==> config.mk <==
export PLATFORM = sky130hd
export DESIGN_NAME = vga_sync_rx_flat
export DESIGN_NICKNAME = d
export VERILOG_FILES = /design/src/rtl/vga_timing_pkg.sv /design/src/rtl/vga_sync_rx_if.sv /design/src/rtl/vga_rx_axis_cnt.sv /design/src/rtl/vga_sync_rx.sv /design/src/flat_wrapper.sv
export SDC_FILE = /design/constraint.sdc
export NUM_CORES = 1
export LEC_CHECK = 0
export ABC_AREA = 1
export ABC_CLOCK_PERIOD_IN_PS = 3300
export CORE_MARGIN = 4
export CORE_UTILIZATION = 58
export CTS_CLUSTER_DIAMETER = 150
export DETAILED_ROUTE_END_ITERATION = 12
export HOLD_SLACK_MARGIN = 0.1
export MAX_ROUTING_LAYER = met4
export PLACE_DENSITY = 0.83
export SLEW_MARGIN = 20
export SYNTH_ARGS = -nofsm -noshare
export SYNTH_HDL_FRONTEND = slang
export SYNTH_SLANG_ARGS = --single-unit
==> constraint.sdc <==
create_clock -name clock -period 3.3 [get_ports clock]
set_clock_uncertainty 0.05 [all_clocks]
set_input_delay 0.66 -clock clock [delete_from_list [all_inputs] [get_ports clock]]
set_output_delay 0.66 -clock clock [all_outputs]
set_load 0.01 [all_outputs]
==> src/rtl/vga_timing_pkg.sv <==
// 640x480 timing constants shared by the VGA generator and receiver, plus the
// receiver lock-state encoding.
package vga_timing_pkg;

  localparam int unsigned CW          = 10;
  localparam int unsigned H_TOTAL     = 800;
  localparam int unsigned V_TOTAL     = 525;
  localparam int unsigned HDAT_BEGIN  = 143;
  localparam int unsigned HDAT_END    = 783;
  localparam int unsigned VDAT_BEGIN  = 34;
  localparam int unsigned VDAT_END    = 514;
  localparam int unsigned LOCK_FRAMES = 2;

  typedef enum logic [1:0] {
    StSearch,
    StVerify,
    StLocked
  } rx_state_e;

endpackage

==> src/rtl/vga_sync_rx_if.sv <==
// VGA receive link: incoming sync/colour stream and recovered pixel/status outputs.
interface vga_sync_rx_if #(
  parameter int unsigned Cw = vga_timing_pkg::CW
);

  logic          pix_en;
  logic          hsync;
  logic          vsync;
  logic [2:0]    disp_RGB;
  logic          locked;
  logic          pix_valid;
  logic [Cw-1:0] pix_x;
  logic [Cw-1:0] pix_y;
  logic [2:0]    pix_rgb;
  logic          frame_start;
  logic          line_err;
  logic          frame_err;

  modport master (
    output pix_en, hsync, vsync, disp_RGB,
    input  locked, pix_valid, pix_x, pix_y, pix_rgb, frame_start, line_err, frame_err
  );

  modport slave (
    input  pix_en, hsync, vsync, disp_RGB,
    output locked, pix_valid, pix_x, pix_y, pix_rgb, frame_start, line_err, frame_err
  );

endinterface

==> src/rtl/vga_rx_axis_cnt.sv <==
// One axis of position recovery: saturating counter restarted by a sync edge,
// flagging periods shorter or longer than Total.
module vga_rx_axis_cnt #(
  parameter int unsigned Cw    = 10,
  parameter int unsigned Total = 800
) (
  input  logic          clock,
  input  logic          reset,
  input  logic          advance_i,
  input  logic          restart_i,
  output logic [Cw-1:0] pos_next_o,
  output logic          short_err_o,
  output logic          long_err_o
);

  localparam logic [Cw-1:0] Last = Cw'(Total - 1);
  localparam logic [Cw-1:0] Max  = '1;

  logic [Cw-1:0] pos_q, pos_d;

  always_comb begin
    pos_d = pos_q;
    if (advance_i) begin
      if (restart_i) begin
        pos_d = '0;
      end else if (pos_q != Max) begin
        pos_d = pos_q + 1'b1;
      end
    end
  end

  assign pos_next_o  = pos_d;
  assign short_err_o = advance_i & restart_i & (pos_q != Last);
  // Reaching the last position without the restart edge means the period overran.
  assign long_err_o  = advance_i & ~restart_i & (pos_q == Last);

  always_ff @(posedge clock or posedge reset) begin
    if (reset) begin
      pos_q <= '0;
    end else begin
      pos_q <= pos_d;
    end
  end

endmodule

==> src/rtl/vga_sync_rx.sv <==
// VGA stream receiver: recovers h/v position, checks frame timing, locks after
// consecutive good frames and emits active-area pixels with coordinates.
module vga_sync_rx
  import vga_timing_pkg::*;
#(
  parameter int unsigned Cw         = CW,
  parameter int unsigned HTotal     = H_TOTAL,
  parameter int unsigned VTotal     = V_TOTAL,
  parameter int unsigned HDatBegin  = HDAT_BEGIN,
  parameter int unsigned HDatEnd    = HDAT_END,
  parameter int unsigned VDatBegin  = VDAT_BEGIN,
  parameter int unsigned VDatEnd    = VDAT_END,
  parameter int unsigned LockFrames = LOCK_FRAMES
) (
  input  logic         clock,
  input  logic         reset,
  vga_sync_rx_if.slave rx
);

  localparam logic [Cw-1:0] HBeg = Cw'(HDatBegin);
  localparam logic [Cw-1:0] HEnd = Cw'(HDatEnd);
  localparam logic [Cw-1:0] VBeg = Cw'(VDatBegin);
  localparam logic [Cw-1:0] VEnd = Cw'(VDatEnd);
  localparam int unsigned   GoodW = $clog2(LockFrames + 1);
  localparam logic [GoodW-1:0] GoodTarget = GoodW'(LockFrames);

  rx_state_e        state_q;
  logic [GoodW-1:0] good_q, good_inc;
  logic             hs_prev_q, vs_prev_q;
  logic             locked_q, pix_valid_q, frame_start_q, line_err_q, frame_err_q;
  logic [Cw-1:0]    pix_x_q, pix_y_q;
  logic [2:0]       pix_rgb_q;

  logic          line_start, frame_start_ev;
  logic [Cw-1:0] h_next, v_next;
  logic          h_short, h_long, v_short, v_long;
  logic          checking, line_err_c, frame_err_c, any_err, in_window;

  assign line_start     = rx.pix_en & hs_prev_q & ~rx.hsync;
  assign frame_start_ev = line_start & vs_prev_q & ~rx.vsync;

  vga_rx_axis_cnt #(
    .Cw   (Cw),
    .Total(HTotal)
  ) u_h_cnt (
    .clock      (clock),
    .reset      (reset),
    .advance_i  (rx.pix_en),
    .restart_i  (line_start),
    .pos_next_o (h_next),
    .short_err_o(h_short),
    .long_err_o (h_long)
  );

  vga_rx_axis_cnt #(
    .Cw   (Cw),
    .Total(VTotal)
  ) u_v_cnt (
    .clock      (clock),
    .reset      (reset),
    .advance_i  (line_start),
    .restart_i  (frame_start_ev),
    .pos_next_o (v_next),
    .short_err_o(v_short),
    .long_err_o (v_long)
  );

  assign checking    = (state_q != StSearch);
  assign line_err_c  = checking & (h_short | h_long);
  assign frame_err_c = checking & (v_short | v_long);
  assign any_err     = line_err_c | frame_err_c;
  assign good_inc    = good_q + 1'b1;
  assign in_window   = (h_next >= HBeg) && (h_next < HEnd) && (v_next >= VBeg) && (v_next < VEnd);

  always_ff @(posedge clock or posedge reset) begin
    if (reset) begin
      state_q       <= StSearch;
      good_q        <= '0;
      hs_prev_q     <= 1'b1;
      vs_prev_q     <= 1'b1;
      locked_q      <= 1'b0;
      pix_valid_q   <= 1'b0;
      frame_start_q <= 1'b0;
      line_err_q    <= 1'b0;
      frame_err_q   <= 1'b0;
      pix_x_q       <= '0;
      pix_y_q       <= '0;
      pix_rgb_q     <= '0;
    end else begin
      pix_valid_q   <= 1'b0;
      frame_start_q <= 1'b0;
      line_err_q    <= 1'b0;
      frame_err_q   <= 1'b0;
      if (rx.pix_en) begin
        hs_prev_q   <= rx.hsync;
        vs_prev_q   <= rx.vsync;
        line_err_q  <= line_err_c;
        frame_err_q <= frame_err_c;
        // Window bounds guarantee the subtractions below never wrap.
        if (state_q == StLocked && !any_err && in_window) begin
          pix_valid_q <= 1'b1;
          pix_x_q     <= h_next - HBeg;
          pix_y_q     <= v_next - VBeg;
          pix_rgb_q   <= rx.disp_RGB;
        end
        unique case (state_q)
          StSearch: begin
            if (frame_start_ev) begin
              state_q <= StVerify;
              good_q  <= '0;
            end
          end
          StVerify: begin
            if (any_err) begin
              state_q <= StSearch;
            end else if (frame_start_ev) begin
              good_q <= good_inc;
              if (good_inc == GoodTarget) begin
                state_q       <= StLocked;
                locked_q      <= 1'b1;
                frame_start_q <= 1'b1;
              end
            end
          end
          StLocked: begin
            if (any_err) begin
              state_q  <= StSearch;
              locked_q <= 1'b0;
            end else if (frame_start_ev) begin
              frame_start_q <= 1'b1;
            end
          end
          default: begin
            state_q  <= StSearch;
            locked_q <= 1'b0;
          end
        endcase
      end
    end
  end

  assign rx.locked      = locked_q;
  assign rx.pix_valid   = pix_valid_q;
  assign rx.pix_x       = pix_x_q;
  assign rx.pix_y       = pix_y_q;
  assign rx.pix_rgb     = pix_rgb_q;
  assign rx.frame_start = frame_start_q;
  assign rx.line_err    = line_err_q;
  assign rx.frame_err   = frame_err_q;

endmodule

==> src/flat_wrapper.sv <==
// flat-port wrapper written by rule: the top's interface ports become plain ports
module vga_sync_rx_flat import vga_timing_pkg::*;
#(
  parameter int unsigned Cw         = CW,
  parameter int unsigned HTotal     = H_TOTAL,
  parameter int unsigned VTotal     = V_TOTAL,
  parameter int unsigned HDatBegin  = HDAT_BEGIN,
  parameter int unsigned HDatEnd    = HDAT_END,
  parameter int unsigned VDatBegin  = VDAT_BEGIN,
  parameter int unsigned VDatEnd    = VDAT_END,
  parameter int unsigned LockFrames = LOCK_FRAMES
)
  (clock, reset, rx_pix_en, rx_hsync, rx_vsync, rx_disp_RGB, rx_locked, rx_pix_valid, rx_pix_x, rx_pix_y, rx_pix_rgb, rx_frame_start, rx_line_err, rx_frame_err);
  vga_sync_rx_if #(.Cw(Cw)) rx_i ();
  input  logic clock;
  input  logic reset;
  input wire logic [$bits(rx_i.pix_en)-1:0] rx_pix_en;
  input wire logic [$bits(rx_i.hsync)-1:0] rx_hsync;
  input wire logic [$bits(rx_i.vsync)-1:0] rx_vsync;
  input wire logic [$bits(rx_i.disp_RGB)-1:0] rx_disp_RGB;
  output wire logic [$bits(rx_i.locked)-1:0] rx_locked;
  output wire logic [$bits(rx_i.pix_valid)-1:0] rx_pix_valid;
  output wire logic [$bits(rx_i.pix_x)-1:0] rx_pix_x;
  output wire logic [$bits(rx_i.pix_y)-1:0] rx_pix_y;
  output wire logic [$bits(rx_i.pix_rgb)-1:0] rx_pix_rgb;
  output wire logic [$bits(rx_i.frame_start)-1:0] rx_frame_start;
  output wire logic [$bits(rx_i.line_err)-1:0] rx_line_err;
  output wire logic [$bits(rx_i.frame_err)-1:0] rx_frame_err;
  assign rx_i.pix_en = rx_pix_en;
  assign rx_i.hsync = rx_hsync;
  assign rx_i.vsync = rx_vsync;
  assign rx_i.disp_RGB = rx_disp_RGB;
  assign rx_locked = rx_i.locked;
  assign rx_pix_valid = rx_i.pix_valid;
  assign rx_pix_x = rx_i.pix_x;
  assign rx_pix_y = rx_i.pix_y;
  assign rx_pix_rgb = rx_i.pix_rgb;
  assign rx_frame_start = rx_i.frame_start;
  assign rx_line_err = rx_i.line_err;
  assign rx_frame_err = rx_i.frame_err;
  vga_sync_rx #(.Cw(Cw), .HTotal(HTotal), .VTotal(VTotal), .HDatBegin(HDatBegin), .HDatEnd(HDatEnd), .VDatBegin(VDatBegin), .VDatEnd(VDatEnd), .LockFrames(LockFrames)) u_core (.clock(clock), .reset(reset), .rx(rx_i));
endmodule
==> impl_results.html, run 1 <==
<table>
<tr><th>Metric</th><th>Value</th></tr>
<tr><th colspan="2">Outcome</th></tr>
<tr><td>Outcome</td><td>finished clean</td></tr>
<tr><th colspan="2">Floorplanning</th></tr>
<tr><td>Overall die area</td><td>7550 µm²</td></tr>
<tr><td>Placement row count</td><td>28</td></tr>
<tr><td>Width of the die</td><td>86.9 µm</td></tr>
<tr><td>Total I/O pin count</td><td>36</td></tr>
<tr><td>Placeable core region</td><td>around 6000 µm²</td></tr>
<tr><td>Chip Height</td><td>86.9 µm</td></tr>
<tr><td>Starting density of the core</td><td>60.3%</td></tr>
<tr><th colspan="2">STA</th></tr>
<tr><td>Post-route setup TNS</td><td>0 ns</td></tr>
<tr><td>Tightest slew margin relative to the limit</td><td>a little over half</td></tr>
<tr><td>Peak Freq</td><td>about 330 MHz</td></tr>
<tr><td>Number of failing hold endpoints at the final stage</td><td>0</td></tr>
<tr><td>Transition at the pin with the smallest max-transition slack</td><td>0.682 ns</td></tr>
<tr><td>Setup violation total in the final timing report</td><td>0</td></tr>
<tr><td>Final Critical Period</td><td>3.02 ns</td></tr>
<tr><td>Worst hold margin</td><td>approximately 0.43 ns</td></tr>
<tr><td>Total count of max-transition violations in the final report</td><td>0</td></tr>
<tr><td>RSZ-0062 raised after global routing</td><td>no</td></tr>
<tr><td>Share of the clock period used by the worst path after layout</td><td>between 90 and 100%</td></tr>
<tr><th colspan="2">CTS</th></tr>
<tr><td>Max clock buf depth</td><td>2</td></tr>
<tr><td>Maximum level of the CTS H-tree</td><td>2</td></tr>
<tr><td>Number of buffers created by CTS</td><td>5</td></tr>
<tr><td>Number of sinks on the clock net</td><td>54</td></tr>
<tr><td>Hold bufs inserted after CTS</td><td>0</td></tr>
<tr><td>Latest clock arrival within the worst-skew pair</td><td>0.30 ns</td></tr>
<tr><td>Clock transition at the register clock pins on the worst setup and hold paths after CTS</td><td>roughly 0.09 ns</td></tr>
<tr><td>Master cell of the clock root buffer</td><td>sky130_fd_sc_hd__clkbuf_8</td></tr>
<tr><td>TritonCTS clock tree</td><td>done</td></tr>
<tr><td>Number of buffers inserted to repair setup after CTS</td><td>0</td></tr>
<tr><th colspan="2">Critical path</th></tr>
<tr><td>Number of cells traversed by the worst register-to-register path</td><td>15</td></tr>
<tr><td>Crit path to</td><td>u_core.rx.pix_y[0]</td></tr>
<tr><td>Data arrival, critical path</td><td>between 3 and 4 ns</td></tr>
<tr><td>Critical path capture point type</td><td>flip-flop</td></tr>
<tr><td>Endpoint of the worst register-to-register path</td><td>u_core.rx.pix_y[0]</td></tr>
<tr><td>First element of the critical path</td><td>u_core.u_h_cnt.pos_q[0]</td></tr>
<tr><td>Reg2reg start</td><td>u_core.u_h_cnt.pos_q[0]</td></tr>
<tr><td>Register-to-register path setup slack</td><td>around 0.28 ns</td></tr>
<tr><td>Worst setup path class</td><td>flip-flop to flip-flop</td></tr>
<tr><td>Req. time, crit path</td><td>about 3.5 ns</td></tr>
<tr><td>Maximum fanout encountered on the critical timing path</td><td>12</td></tr>
<tr><td>Crit path launch type</td><td>flip-flop</td></tr>
<tr><th colspan="2">Power</th></tr>
<tr><td>Total power draw</td><td>about 2.9 mW</td></tr>
<tr><td>Pwr dens</td><td>682 nW/µm²</td></tr>
<tr><td>Peak supply drop</td><td>roughly 0.47 mV</td></tr>
<tr><td>Static power due to leakage</td><td>2.20 nW</td></tr>
<tr><th colspan="2">Yosys</th></tr>
<tr><td>Ys async rst share</td><td>100%</td></tr>
<tr><td>Yosys warning total</td><td>0</td></tr>
<tr><td>Register bit count reported by yosys</td><td>54</td></tr>
<tr><td>Mean Syn Cell Area</td><td>around 7.4 µm²</td></tr>
<tr><td>Number of flops mapped to enable cells by yosys</td><td>0</td></tr>
<tr><td>Number of instances in the synthesized netlist</td><td>491</td></tr>
<tr><td>Number of nets produced by synthesis</td><td>509</td></tr>
<tr><td>Top_reg_cell synth</td><td>sky130_fd_sc_hd__dfrtp_1</td></tr>
<tr><td>Unique masters post-synth</td><td>41</td></tr>
<tr><td>Total standard cell area after synthesis</td><td>approximately 3600 µm²</td></tr>
<tr><td>Seq/Total Area, Yosys</td><td>37.5%</td></tr>
<tr><th colspan="2">Routing</th></tr>
<tr><td>Vias</td><td>3275</td></tr>
<tr><td>Number of detailed-route iterations in the first pass</td><td>5</td></tr>
<tr><td>DRC violations left</td><td>0</td></tr>
<tr><td>Residual antenna-violating net count after detailed routing</td><td>0</td></tr>
<tr><td>WL final</td><td>8.20 mm</td></tr>
<tr><td>Violation count after the first detailed-routing iteration</td><td>172</td></tr>
<tr><td>Average detailed-routed wire length per instance</td><td>between 10 and 15 µm</td></tr>
<tr><td>Via density per instance</td><td>~5.4</td></tr>
<tr><th colspan="2">Global route</th></tr>
<tr><td>Initial antenna violation count</td><td>0</td></tr>
<tr><td>Pin count of the biggest net entering global routing</td><td>between 50 and 60</td></tr>
<tr><td>Overflow after GRT</td><td>0</td></tr>
<tr><td>Via count of the first global-routing pass</td><td>3207</td></tr>
<tr><td>Total routing resource utilization after global routing</td><td>23.4%</td></tr>
<tr><td>Global-route wire length before repair</td><td>about 14 mm</td></tr>
<tr><th colspan="2">Min path</th></tr>
<tr><td>Hold Path Class</td><td>flip-flop to flip-flop</td></tr>
<tr><th colspan="2">Finish</th></tr>
<tr><td>Fin area</td><td>4220 µm²</td></tr>
<tr><td>Fraction of final layout cells with drive strength greater than 1</td><td>14.4%</td></tr>
<tr><td>Diodes inserted</td><td>0</td></tr>
<tr><td>Post-synthesis to final-layout area growth</td><td>17.0%</td></tr>
<tr><td>Final core utilization</td><td>70.5%</td></tr>
<tr><td>Final-stage net count</td><td>around 550</td></tr>
<tr><td>Fill cell count</td><td>486</td></tr>
<tr><th colspan="2">Placement</th></tr>
<tr><td>Final estimated routing congestion in global placement</td><td>0.881</td></tr>
<tr><td>Port Buffers</td><td>35</td></tr>
<tr><td>Post-DP Area</td><td>4060 µm²</td></tr>
<tr><td>HPWL reported at the end of detailed placement</td><td>5.94 mm</td></tr>
<tr><th colspan="2">Run</th></tr>
<tr><td>Max-cap violations</td><td>0</td></tr>
</table>
==> repair_timing <==
action,CTS,global route
hold endpoints to repair,0,0
endpoints found under the setup margin,0,24
resized for setup,0,6
==> worst min path at each step <==
| stage | cells after the start | endpoint | from |
|---|---|---|---|
| 2_1_floorplan | 2 | u_core.good_q[1] | u_core.good_q[1] |
| 3_3_place_gp | 2 | u_core.rx.pix_x[6] | u_core.rx.pix_x[6] |
| 3_5_place_dp | 2 | u_core.rx.pix_x[5] | u_core.rx.pix_x[5] |
| 4_1_cts | 2 | u_core.rx.pix_x[5] | u_core.rx.pix_x[5] |
| 5_1_grt | 2 | u_core.rx.pix_x[5] | u_core.rx.pix_x[5] |
| 6_report | 2 | u_core.rx.pix_x[6] | u_core.rx.pix_x[6] |
==> cells in the mapped netlist, types with 10 or more instances <==
cell type / number / area, µm²
sky130_fd_sc_hd__dfrtp_1: 52 / 1300
sky130_fd_sc_hd__ha_1: 10 / 125
sky130_fd_sc_hd__inv_1: 54 / 203
sky130_fd_sc_hd__nand2_1: 164 / 616
sky130_fd_sc_hd__nand2_2: 11 / 68.8
sky130_fd_sc_hd__nand3_1: 61 / 305
sky130_fd_sc_hd__nand3_2: 10 / 100
sky130_fd_sc_hd__nor2_1: 34 / 128
sky130_fd_sc_hd__xor2_1: 10 / 87.6
==> final cells by class <==
type	count	area (µm²)	area share, %
inverters	66	254	6.01
well taps	75	93.8	2.22
clock buffers	6	82.6	1.96
multi-input cells	362	1970	46.6
repair buffers	45	440	10.4
flip-flops and latches	54	1360	32.1
clock inverters	1	30.0	0.711
==> per-layer routing <==
metal  vias up  global-route usage (%)  share of wire (%)
li1       1632                       -                  -
met1      1546                    29.6                 44
met2        86                    39.4                 51
met3        11                    3.12                4.6
met4         0                    6.52                1.1
met5         -                       -                  0
==> logic make-up (layout without fill, tap and decap cells) <==
logic type	count (synthesis)	after routing	synth area share, %
buffers and inverters	77	118	9.36
AO/OA/AOI/OAI	25	25	4.51
adder cells (fa/ha/maj)	10	10	3.47
flip-flops	54	54	37.5
XOR/XNOR	13	13	3.15
AND/OR/NAND/NOR	312	314	42.0
==> per-stage QoR <==
| step | cells | worst slack, ns |
|---|---|---|
| after floorplan | 491 | 0.674 |
| after global placement | 600 | 0.00742 |
| after detailed placement | 600 | -0.0972 |
| after CTS | 607 | 0.114 |
| after global routing | 609 | 0.0334 |
| final | 609 | 0.285 |
==> registers in the layout (all words and copies together), names as in the netlist, 2 cells and up <==
register / count
u_core.rx.pix_rgb: 3
u_core.u_v_cnt.pos_q: 10
u_core.rx.pix_y: 10
u_core.good_q: 2
u_core.rx.pix_x: 10
u_core.state_q: 2
u_core.u_h_cnt.pos_q: 10
==> where the power goes <==
part | switching [mW] | internal, mW | leakage, nW
Sequential | 0.181 | 0.873 | 0.699
Combinational | 0.765 | 0.605 | 1.44
Clock | 0.213 | 0.243 | 0.0573
==> placed cells by master, fill, tap and decap left out, types with 2 or more instances in the layout <==
master,Yosys,routed
sky130_fd_sc_hd__a21oi_1,6,6
sky130_fd_sc_hd__a21oi_2,2,2
sky130_fd_sc_hd__buf_4,0,9
sky130_fd_sc_hd__clkbuf_8,0,6
sky130_fd_sc_hd__clkdlybuf4s50_1,0,34
sky130_fd_sc_hd__clkinv_1,3,3
sky130_fd_sc_hd__dfrtp_1,52,51
sky130_fd_sc_hd__dfstp_2,2,2
sky130_fd_sc_hd__ha_1,10,10
sky130_fd_sc_hd__inv_1,54,53
sky130_fd_sc_hd__inv_2,7,8
sky130_fd_sc_hd__nand2_1,164,163
sky130_fd_sc_hd__nand2_2,11,11
sky130_fd_sc_hd__nand2_4,2,3
sky130_fd_sc_hd__nand3_1,61,61
sky130_fd_sc_hd__nand3_2,10,9
sky130_fd_sc_hd__nand3_4,3,4
sky130_fd_sc_hd__nand4_1,7,7
sky130_fd_sc_hd__nand4_2,1,2
sky130_fd_sc_hd__nand4_4,1,2
sky130_fd_sc_hd__nor2_1,34,34
sky130_fd_sc_hd__nor2_2,2,2
sky130_fd_sc_hd__nor2_4,7,7
sky130_fd_sc_hd__nor3_1,4,4
sky130_fd_sc_hd__o21ai_0,7,7
sky130_fd_sc_hd__o21ai_1,4,4
sky130_fd_sc_hd__o21bai_1,2,2
sky130_fd_sc_hd__xnor2_1,3,3
sky130_fd_sc_hd__xor2_1,10,10
==> critical path, cell delays in order, from the launching register on <==
cell and delay [ns]:
sky130_fd_sc_hd__dfrtp_2 0.43, sky130_fd_sc_hd__ha_1 0.22, sky130_fd_sc_hd__nand2_1 0.11, sky130_fd_sc_hd__nor2_4 0.22
sky130_fd_sc_hd__nand3_4 0.15, sky130_fd_sc_hd__nand2_1 0.11, sky130_fd_sc_hd__xnor2_1 0.14, sky130_fd_sc_hd__and2_1 0.19
sky130_fd_sc_hd__ha_1 0.19, sky130_fd_sc_hd__nand3_1 0.12, sky130_fd_sc_hd__nor2_4 0.18, sky130_fd_sc_hd__nand4_1 0.18
sky130_fd_sc_hd__nand2_4 0.21, sky130_fd_sc_hd__nand4_4 0.23, sky130_fd_sc_hd__nand2_1 0.13, sky130_fd_sc_hd__nand2_1 0.06
(Power assumes the default switching activity.)
==> run 2, diff against run 1 <==
--- a/config.mk
+++ b/config.mk
@@ -6,14 +6,15 @@
 export NUM_CORES = 1
 export LEC_CHECK = 0
 export ABC_AREA = 1
-export ABC_CLOCK_PERIOD_IN_PS = 3300
+export ABC_CLOCK_PERIOD_IN_PS = 3400
 export CORE_MARGIN = 4
-export CORE_UTILIZATION = 58
+export CORE_UTILIZATION = 59
 export CTS_CLUSTER_DIAMETER = 150
 export DETAILED_ROUTE_END_ITERATION = 12
+export DONT_BUFFER_PORTS = 1
 export HOLD_SLACK_MARGIN = 0.1
 export MAX_ROUTING_LAYER = met4
-export PLACE_DENSITY = 0.83
+export PLACE_DENSITY = 0.77
 export SLEW_MARGIN = 20
 export SYNTH_ARGS = -nofsm -noshare
 export SYNTH_HDL_FRONTEND = slang
==> constraint.sdc (replaced) <==
create_clock -name clock -period 3.4 [get_ports clock]
set_clock_uncertainty 0.05 [all_clocks]
set_input_delay 0.68 -clock clock [delete_from_list [all_inputs] [get_ports clock]]
set_output_delay 0.68 -clock clock [all_outputs]
set_load 0.01 [all_outputs]
==> impl_results.html, run 2 (same netlist as run 1, synthesis figures left out) <==
<table>
<tr><th>Metric</th><th>Value</th></tr>
<tr><th colspan="2">Critical path</th></tr>
<tr><td>Endpoint of the worst register-to-register path</td><td>u_core.rx.pix_y[1]</td></tr>
<tr><td>Register-to-register path setup slack</td><td>0.29 ns (about the same)</td></tr>
<tr><td>Maximum fanout encountered on the critical timing path</td><td>12 (unchanged)</td></tr>
<tr><td>Dominant delay contributor by cell family on the critical path</td><td>simple AND/OR/NAND/NOR gates</td></tr>
<tr><td>CP max-delay cell</td><td>sky130_fd_sc_hd__dfrtp_1</td></tr>
<tr><td>Worst setup path class</td><td>flip-flop to flip-flop</td></tr>
<tr><td>Critical path capture point type</td><td>flip-flop</td></tr>
<tr><td>WP buf/inv</td><td>2 (+2)</td></tr>
<tr><td>Data arrival, critical path</td><td>3.31 ns (+0.14 ns)</td></tr>
<tr><td>Crit path launch type</td><td>flip-flop</td></tr>
<tr><td>Crit path to</td><td>u_core.rx.pix_y[1]</td></tr>
<tr><td>Cells along the critical path</td><td>ha_1 &gt; nand2_1 &gt; nor2_4 &gt; nand3_4 &gt; nand2_1 &gt; xnor2_1 &gt; and2_1 &gt; ha_1 &gt; nand3_1 &gt; nor2_4 &gt; inv_2 &gt; nand3_1 &gt; nand2_1 &gt; inv_2 &gt; nor2_4 &gt; nand3_1 &gt; nand2_1</td></tr>
<tr><td>First element of the critical path</td><td>u_core.u_h_cnt.pos_q[0]</td></tr>
<tr><td>Stage delay of the slowest cell on the critical path</td><td>0.49 ns (+0.06 ns)</td></tr>
<tr><td>Reg2reg start</td><td>u_core.u_h_cnt.pos_q[0]</td></tr>
<tr><td>Number of cells traversed by the worst register-to-register path</td><td>17 (+2)</td></tr>
<tr><td>Most repeated library cell on the critical path</td><td>sky130_fd_sc_hd__nand2_1</td></tr>
<tr><td>Req. time, crit path</td><td>3.60 ns (+0.15 ns)</td></tr>
<tr><td>Number of logic stages on the critical path including buffering</td><td>17 (+2)</td></tr>
<tr><th colspan="2">Floorplanning</th></tr>
<tr><td>Overall die area</td><td>7430 µm² (-1.5%)</td></tr>
<tr><td>Width of the die</td><td>86.2 µm (-0.77%)</td></tr>
<tr><td>Placement row count</td><td>28 (unchanged)</td></tr>
<tr><td>Total I/O pin count</td><td>36 (unchanged)</td></tr>
<tr><td>Placeable core region</td><td>5920 µm² (-1.2%)</td></tr>
<tr><td>Chip Height</td><td>86.2 µm (-0.77%)</td></tr>
<tr><td>Starting density of the core</td><td>61.0% (+0.71 points)</td></tr>
<tr><th colspan="2">Routing</th></tr>
<tr><td>Residual antenna-violating net count after detailed routing</td><td>0 (unchanged)</td></tr>
<tr><td>Violation count after the first detailed-routing iteration</td><td>133 (-23%)</td></tr>
<tr><td>WL final</td><td>8.25 mm (+0.56%)</td></tr>
<tr><td>Number of detailed-route iterations in the first pass</td><td>5 (unchanged)</td></tr>
<tr><td>Via density per instance</td><td>5.43 (+1.0%)</td></tr>
<tr><td>Vias</td><td>3085 (-5.8%)</td></tr>
<tr><td>DRC violations left</td><td>0 (unchanged)</td></tr>
<tr><td>Average detailed-routed wire length per instance</td><td>14.5 µm (+7.8%)</td></tr>
<tr><th colspan="2">Placement</th></tr>
<tr><td>Final estimated routing congestion in global placement</td><td>0.880 (-0.12%)</td></tr>
<tr><td>Placed instance count</td><td>557 (-7.2%)</td></tr>
<tr><td>Port Buffers</td><td>0 (-100%)</td></tr>
<tr><td>HPWL reported at the end of detailed placement</td><td>6.13 mm (+3.2%)</td></tr>
<tr><th colspan="2">Finish</th></tr>
<tr><td>Most frequent cells in the layout</td><td>sky130_fd_sc_hd__nand2_1, sky130_fd_sc_hd__nand3_1, sky130_fd_sc_hd__inv_1, sky130_fd_sc_hd__dfrtp_1, sky130_fd_sc_hd__nor2_1</td></tr>
<tr><td>Final core utilization</td><td>64.5% (-6.0 points)</td></tr>
<tr><td>Fill cell count</td><td>524 (+7.8%)</td></tr>
<tr><td>Final-stage net count</td><td>510 (-7.6%)</td></tr>
<tr><td>Diodes inserted</td><td>0 (unchanged)</td></tr>
<tr><td>Most common library cell in the layout ignoring fill and taps</td><td>sky130_fd_sc_hd__nand2_1</td></tr>
<tr><td>Number of standard cells in the layout, taps in and fillers out</td><td>568 (-6.7%)</td></tr>
<tr><td>Fraction of final layout cells with drive strength greater than 1</td><td>14.2% (-0.22 points)</td></tr>
<tr><td>Post-synthesis to final-layout area growth</td><td>5.75%</td></tr>
<tr><th colspan="2">CTS</th></tr>
<tr><td>Number of buffers created by CTS</td><td>5 (unchanged)</td></tr>
<tr><td>Clock transition at the register clock pins on the worst setup and hold paths after CTS</td><td>0.09 ns (about the same)</td></tr>
<tr><td>Number of sinks on the clock net</td><td>54 (unchanged)</td></tr>
<tr><td>Latest clock arrival within the worst-skew pair</td><td>0.31 ns (about the same)</td></tr>
<tr><td>Max clock buf depth</td><td>2 (unchanged)</td></tr>
<tr><td>Maximum level of the CTS H-tree</td><td>2 (unchanged)</td></tr>
<tr><td>TritonCTS clock tree</td><td>done</td></tr>
<tr><td>Master cell of the clock root buffer</td><td>sky130_fd_sc_hd__clkbuf_8</td></tr>
<tr><td>Hold bufs inserted after CTS</td><td>0 (unchanged)</td></tr>
<tr><td>Number of buffers inserted to repair setup after CTS</td><td>0 (unchanged)</td></tr>
<tr><th colspan="2">Run</th></tr>
<tr><td>Max-cap violations</td><td>0 (unchanged)</td></tr>
<tr><th colspan="2">STA</th></tr>
<tr><td>Final Critical Period</td><td>3.11 ns (+0.0900 ns)</td></tr>
<tr><td>RSZ-0062 raised after global routing</td><td>no</td></tr>
<tr><td>Transition at the pin with the smallest max-transition slack</td><td>0.905 ns (+0.223 ns)</td></tr>
<tr><td>Post-route setup TNS</td><td>0 ns (unchanged)</td></tr>
<tr><td>Peak Freq</td><td>322 MHz (-2.9%)</td></tr>
<tr><td>Total count of max-transition violations in the final report</td><td>0 (unchanged)</td></tr>
<tr><td>Tightest slew margin relative to the limit</td><td>39.6% (-15 points)</td></tr>
<tr><td>Setup violation total in the final timing report</td><td>0 (unchanged)</td></tr>
<tr><td>Share of the clock period used by the worst path after layout</td><td>91.3% (about the same)</td></tr>
<tr><td>Number of failing hold endpoints at the final stage</td><td>0 (unchanged)</td></tr>
<tr><th colspan="2">Global route</th></tr>
<tr><td>Initial antenna violation count</td><td>0 (unchanged)</td></tr>
<tr><td>Pin count of the biggest net entering global routing</td><td>55 (unchanged)</td></tr>
<tr><td>Via count of the first global-routing pass</td><td>2919 (-9.0%)</td></tr>
<tr><td>Overflow after GRT</td><td>0 (unchanged)</td></tr>
<tr><td>Global-route wire length before repair</td><td>13.7 mm (-2.6%)</td></tr>
<tr><td>Total routing resource utilization after global routing</td><td>23.8% (+0.35 points)</td></tr>
<tr><th colspan="2">Min path</th></tr>
<tr><td>Hold Path Class</td><td>input pin to async pin</td></tr>
<tr><th colspan="2">Power</th></tr>
<tr><td>Peak supply drop</td><td>0.411 mV (-12%)</td></tr>
<tr><td>Static power due to leakage</td><td>2.04 nW (-7.3%)</td></tr>
<tr><td>Pwr dens</td><td>682 nW/µm² (about the same)</td></tr>
<tr><th colspan="2">Outcome</th></tr>
<tr><td>Outcome</td><td>finished clean</td></tr>
</table>
-- run 2: metrics by stage --
step	instance area (µm²)	hold WS, ns	power [mW]	setup WS [ns]
4_1_cts	3780	0.447	2.59	0.178
3_5_place_dp	3630	0.450	2.06	0.204
5_1_grt	3820	0.421	2.80	0.0501
6_report	3820	0.354	2.61	0.295
3_3_place_gp	3630	0.421	2.03	0.259
2_1_floorplan	3610	0.403	1.83	0.774
-- run 2: worst min-delay path by stage --
stage | start | to | slack, ns | cells past startpoint
3_3_place_gp | u_core.good_q[1] | u_core.good_q[1] | 0.42 | 2
4_1_cts | rx_disp_RGB[1] | u_core.rx.pix_rgb[1] | 0.45 | 2
5_1_grt | reset | u_core.rx.pix_y[6] | 0.42 | 1
2_1_floorplan | u_core.good_q[1] | u_core.good_q[1] | 0.40 | 2
3_5_place_dp | u_core.good_q[1] | u_core.good_q[1] | 0.45 | 2
6_report | reset | u_core.rx.pix_y[6] | 0.35 | 1
-- run 2: what timing repair did --
item                                   4_1_cts  5_1_grt
endpoints found under the hold margin        0        0
gates resized for setup                      0        3
setup endpoints to repair                    0       23
-- run 2: layer usage --
layer / routed length (µm) / part of all wire (%) / track usage, % / up-vias
met5: 0 / 0 / - / -
met3: 410 / 5.0 / 5.32 / 6
met1: 3660 / 44 / 30.7 / 1451
met2: 4110 / 50 / 38.7 / 76
li1: - / - / - / 1552
met4: 63 / 0.76 / 5.24 / 0
-- run 2: cell type report --
type                            count  area, µm²  area share [%]
Multi-Input combinational cell    363       1960            51.3
Sequential cell                    54       1350            35.5
Inverter                           66        255            6.69
Tap cell                           75       93.8            2.46
Clock buffer                        6       82.6            2.16
Clock inverter                      2       60.1            1.57
Timing Repair Buffer                2       15.0           0.393
-- run 2: worst reg2reg max path, stage by stage, from the launching register on --
cell and delay [ns]:
sky130_fd_sc_hd__dfrtp_1 0.49, sky130_fd_sc_hd__ha_1 0.24, sky130_fd_sc_hd__nand2_1 0.11, sky130_fd_sc_hd__nor2_4 0.21, sky130_fd_sc_hd__nand3_4 0.14, sky130_fd_sc_hd__nand2_1 0.11
sky130_fd_sc_hd__xnor2_1 0.07, sky130_fd_sc_hd__and2_1 0.19, sky130_fd_sc_hd__ha_1 0.24, sky130_fd_sc_hd__nand3_1 0.13, sky130_fd_sc_hd__nor2_4 0.07, sky130_fd_sc_hd__inv_2 0.05
sky130_fd_sc_hd__nand3_1 0.06, sky130_fd_sc_hd__nand2_1 0.24, sky130_fd_sc_hd__inv_2 0.13, sky130_fd_sc_hd__nor2_4 0.28, sky130_fd_sc_hd__nand3_1 0.13, sky130_fd_sc_hd__nand2_1 0.10
-- run 2: where the power goes --
part           switching [mW]  internal [mW]  total [mW]
clock                   0.210          0.314       0.524
combinational           0.622          0.329       0.951
sequential              0.284          0.846        1.13
total                    1.12           1.49        2.61
